### src/rtl/fifo_naranja.sv
// Synchronous FIFO with sticky error and threshold flags; feeds one arbiter lane.
// Define FIFO_FWFT_EN for first-word-fall-through reads (default: 1-cycle registered read).
module fifo_naranja #(
  parameter int unsigned DATA_WIDTH = 6,
  parameter int unsigned ADDR_WIDTH = 2
) (
  input  logic                  clk,
  input  logic                  reset,
  input  logic                  push,
  input  logic [DATA_WIDTH-1:0] data_in,
  input  logic                  pop,
  input  logic [ADDR_WIDTH:0]   umbral_almost_full,
  input  logic [ADDR_WIDTH:0]   umbral_almost_empty,
  output logic [DATA_WIDTH-1:0] data_out,
  output logic                  valid_out,
  output logic                  empty,
  output logic                  full,
  output logic                  almost_full,
  output logic                  almost_empty,
  output logic [ADDR_WIDTH:0]   fifo_count,
  output logic                  error
);

  localparam int unsigned DEPTH = 2 ** ADDR_WIDTH;
  localparam logic [ADDR_WIDTH:0] FULL_COUNT = (ADDR_WIDTH + 1)'(DEPTH);

  logic [DATA_WIDTH-1:0] mem [DEPTH];
  logic [ADDR_WIDTH-1:0] wr_ptr_q, wr_ptr_d;
  logic [ADDR_WIDTH-1:0] rd_ptr_q, rd_ptr_d;
  logic [ADDR_WIDTH:0]   count_q, count_d;
  logic                  error_q, error_d;
  logic                  do_push, do_pop;

  assign empty        = (count_q == '0);
  assign full         = (count_q == FULL_COUNT);
  assign almost_full  = (count_q >= umbral_almost_full);
  assign almost_empty = (count_q <= umbral_almost_empty);
  assign fifo_count   = count_q;
  assign error        = error_q;

  always_comb begin
    do_pop  = pop && !empty;
    // A pop on a full FIFO frees the slot this push lands in.
    do_push = push && (!full || do_pop);

    wr_ptr_d = wr_ptr_q;
    rd_ptr_d = rd_ptr_q;
    count_d  = count_q;
    error_d  = error_q;

    if (do_push) wr_ptr_d = wr_ptr_q + 1'b1;
    if (do_pop)  rd_ptr_d = rd_ptr_q + 1'b1;

    if (do_push && !do_pop)      count_d = count_q + 1'b1;
    else if (do_pop && !do_push) count_d = count_q - 1'b1;

    if ((push && !do_push) || (pop && !do_pop)) error_d = 1'b1;
  end

  always_ff @(posedge clk) begin
    if (do_push) mem[wr_ptr_q] <= data_in;
  end

  always_ff @(posedge clk or posedge reset) begin
    if (reset) begin
      wr_ptr_q <= '0;
      rd_ptr_q <= '0;
      count_q  <= '0;
      error_q  <= 1'b0;
    end else begin
      wr_ptr_q <= wr_ptr_d;
      rd_ptr_q <= rd_ptr_d;
      count_q  <= count_d;
      error_q  <= error_d;
    end
  end

`ifdef FIFO_FWFT_EN
  assign data_out  = mem[rd_ptr_q];
  assign valid_out = !empty;
`else
  logic [DATA_WIDTH-1:0] data_q;
  logic                  valid_q;

  always_ff @(posedge clk or posedge reset) begin
    if (reset) begin
      data_q  <= '0;
      valid_q <= 1'b0;
    end else begin
      valid_q <= do_pop;
      if (do_pop) data_q <= mem[rd_ptr_q];
    end
  end

  assign data_out  = data_q;
  assign valid_out = valid_q;
`endif

endmodule

### config.mk
export PLATFORM = sky130hd
export DESIGN_NAME = fifo_naranja
export DESIGN_NICKNAME = d
export VERILOG_FILES = /design/src/rtl/fifo_naranja.sv
export SDC_FILE = /design/constraint.sdc
export NUM_CORES = 1
export LEC_CHECK = 0
export CAP_MARGIN = 20
export CORE_MARGIN = 2
export CORE_UTILIZATION = 35
export DETAILED_ROUTE_END_ITERATION = 6
export GPL_TIMING_DRIVEN = 0
export HOLD_SLACK_MARGIN = 0.1
export PLACE_DENSITY = 0.67
export SYNTH_ARGS = -nofsm -noshare
export SYNTH_HDL_FRONTEND = slang
export SYNTH_SLANG_ARGS = --single-unit
### constraint.sdc
create_clock -name clk -period 5.2 [get_ports clk]
set_input_delay 1.3 -clock clk [delete_from_list [all_inputs] [get_ports clk]]
set_output_delay 1.3 -clock clk [all_outputs]
set_load 0.005 [all_outputs]
==> results.py <==
metrics = {
    "setup_path": {
        "arrival_ps": 3010,
        "r2r-end": "fifo_count[2]",
        "required_ps": 3900,
        "r2r_setup_slack_ps": 2920,
        "end_kind": "output pin",
        "r2r_start": "fifo_count[0]",
        "worst-setup-path-type": "in -> out",
        "path_max_fanout": 2,
        "reg2reg_depth": 7,
        "critPathLaunchType": "primary input",
    },
    "timing": {
        "setup_viol": 0,
        "relSlewSlack_pct": 61.9,
        "timing.hold.ws_ps": 475,
        "hold_viol_final": 0,
        "grt_setup_unrepaired": "no",
        "worstMarginPinSlew_ps": 571,
        "final_max_slew_viol_count": 0,
        "setup-tns-final_ps": 0,
        "timing.final.crit_share_pct": 82.9,
        "period_minus_slack_ps": 4310,
        "fmax_mhz": 232,
        "fin_skew_ps": 4.29,
    },
    "logic_synthesis": {
        "ys_top_cells_by_count": "24 x edfxtp_1, 18 x nand2_1, 15 x dfrtp_1",
        "async_flop_share_pct": 38.5,
        "yosysTopAreaCell": "edfxtp_1",
        "seq_area_frac_synth_pct": 62.8,
        "syn_inst": 115,
        "synth_cell_types": 29,
        "synthFlopType": "edfxtp_1",
        "ys_seq_elements": 39,
        "yosysMostFrequentCell": "edfxtp_1",
        "synth_edf_count": 24,
        "synthTopCellsByArea": "edfxtp_1 41%, dfrtp_1 22%, ha_1 7.9%",
        "synth_area_sq_um": 1740,
        "synth_top_area_share_pct": 41.3,
        "ys_warn_count": 0,
        "syn_avg_cell_area_sq_um": 15.2,
        "synth_nets": 143,
    },
    "clocking": {
        "cts_tree": "built",
        "cts_root_buf": "clkbuf_8",
        "post_cts_buffers": 0,
        "cts.repair.resized": 0,
        "cts_sinks": 39,
        "htreeDepth": 2,
        "path_clk_slew_ps": 70,
        "clk_latency_ps": 290,
        "clock_path_buffers": 2,
        "cts_buffers": 5,
        "postCtsHoldBufs": 0,
    },
    "drt": {
        "dr.pass1.iters": 4,
        "via_count": 981,
        "drc_errors": 0,
        "avgRoutedWirePerCell_microns": 13.3,
        "drtIter0Drc": 70,
        "viasPerCell": 4.46,
        "final_antenna_net_count": 0,
        "routed_wl_microns": 2920,
    },
    "run": {
        "cap_violations": 0,
    },
    "pwr": {
        "power_per_cell_area_nw_per_um2": 529,
        "totalPowerFinal_mw": 1.19,
        "power.leakage_nw": 0.908,
        "vdd_ir_drop_max_uv": 175,
    },
    "finish": {
        "drive_gt1_share_pct": 14.4,
        "antenna_cells": 0,
        "design_area_sq_um": 2240,
        "finish.utilization_pct": 47.1,
        "areaGrowthSynthToFinish_pct": 28.5,
        "num-nets-final": 180,
    },
    "global_routing": {
        "grt_max_degree": 16,
        "grt_pass1_wl_microns": 4780,
        "overflow": 0,
        "met2_usage_pct": 18.3,
        "grt-busiest-layer": "met2",
        "grt_pass1_vias": 1016,
        "antenna_found_initial": 0,
        "grt_usage_pct": 12.1,
        "gr-usage-met3_pct": 3.66,
        "use_met1_pct": 15.5,
    },
    "floorplanning": {
        "io_pins": 31,
        "core_area_sq_um": 4750,
        "start_util_pct": 36.7,
        "dieArea_sq_um": 5560,
        "num_rows": 25,
        "die_y_microns": 74.6,
        "die_w_microns": 74.6,
    },
    "placed_design": {
        "place_hpwl_microns": 2120,
        "placed_area_sq_um": 2130,
        "port_buffers": 30,
        "gp_congestion": 0.729,
    },
    "run_status": {
        "status": "completed",
    },
    "min_path": {
        "worstHoldStart": "data_out[5]",
        "hold_depth": 2,
        "hold_path_class": "reg -> reg",
        "hold_path_end": "data_out[5]",
    },
}
==> worst max-delay path by stage <==
stage,depth (start not counted),to,startpoint
floorplan,4,almost_full,umbral_almost_full[0]
global placement,7,almost_empty,umbral_almost_empty[1]
detailed placement,7,almost_empty,umbral_almost_empty[1]
CTS,7,almost_empty,umbral_almost_empty[1]
global route,7,almost_empty,umbral_almost_empty[1]
finish,7,almost_empty,umbral_almost_empty[1]
==> critical path: stages <==
cell             delay [ps]
clkdlybuf4s50_1         460
inv_1                    50
ha_1                    290
nor2b_1                 130
o21a_1                  160
o21ai_1                 110
clkdlybuf4s50_1         510
==> power breakdown <==
part / switching (mW) / internal (mW) / leakage, nW / total [mW]
Clock: 0.105 / 0.143 / 0.0581 / 0.248
Sequential: 0.0661 / 0.425 / 0.396 / 0.491
Combinational: 0.189 / 0.258 / 0.454 / 0.447
==> through the flow <==
stage | setup slack [ps] | cells
global route | 824 | 220
floorplan | 1880 | 115
detailed placement | 876 | 212
finish | 891 | 220
global placement | 917 | 212
CTS | 882 | 220
==> cell type report <==
type	count	area, sq um
inverter	11	43.8
multi-input combinational	63	596
timing repair buffer	30	300
buffer	2	8.76
clock buffer	5	68.8
sequential	39	1100
tap	67	83.8
fill	423	2510
clock inverter	3	43.8
==> cell usage in the layout, fill, tap and decap left out <==
master           instances
clkdlybuf4s50_1         30
buf_2                    1
bufinv_16                1
nor2b_1                  1
nand2_1                 18
clkinv_4                 1
o21bai_1                 1
mux2_2                   1
edfxtp_1                24
nor3b_4                  1
nor3_1                   1
a21boi_4                 1
o21ai_1                  1
fa_1                     1
o21a_1                   1
nor2_1                   1
o31ai_4                  1
nand2_2                  1
ha_1                    11
xor2_1                   2
nand2b_1                 1
inv_4                    1
xnor2_1                  4
inv_1                   10
a21o_1                   2
and2_1                   4
mux2_4                   1
clkbuf_8                 5
nand3_1                  1
a21oi_1                  1
buf_1                    1
dfrtp_1                 15
mux4_2                   6
clkinv_2                 1
==> routing by layer <==
| metal | routed length [microns] | vias up |
|---|---|---|
| met5 | 0 | - |
| met4 | 48 | 0 |
| met3 | 115 | 5 |
| met2 | 1420 | 19 |
| met1 | 1330 | 486 |
| li1 | - | 471 |
==> cell families (layout without fill, tap and decap cells) <==
kind of cell	after synthesis	count (layout)	synth area share, %
and+or+nand+nor	29	29	8.25
AOI/OAI and AO/OA	8	8	4.59
xor gates and xnor gates	6	6	3.01
muxes	8	8	9.25
DFF	39	39	62.8
buffers and inverters	13	51	3.01
adders and majority gates	12	12	9.04
==> flip-flops by register name, summed over array words and instances (netlist names) <==
register	cells
data_out	6
mem	24
rd_ptr_q	2
fifo_count	3
valid_out	1
error	1
wr_ptr_q	2
No activity file was read; power rests on OpenSTA's default activity.
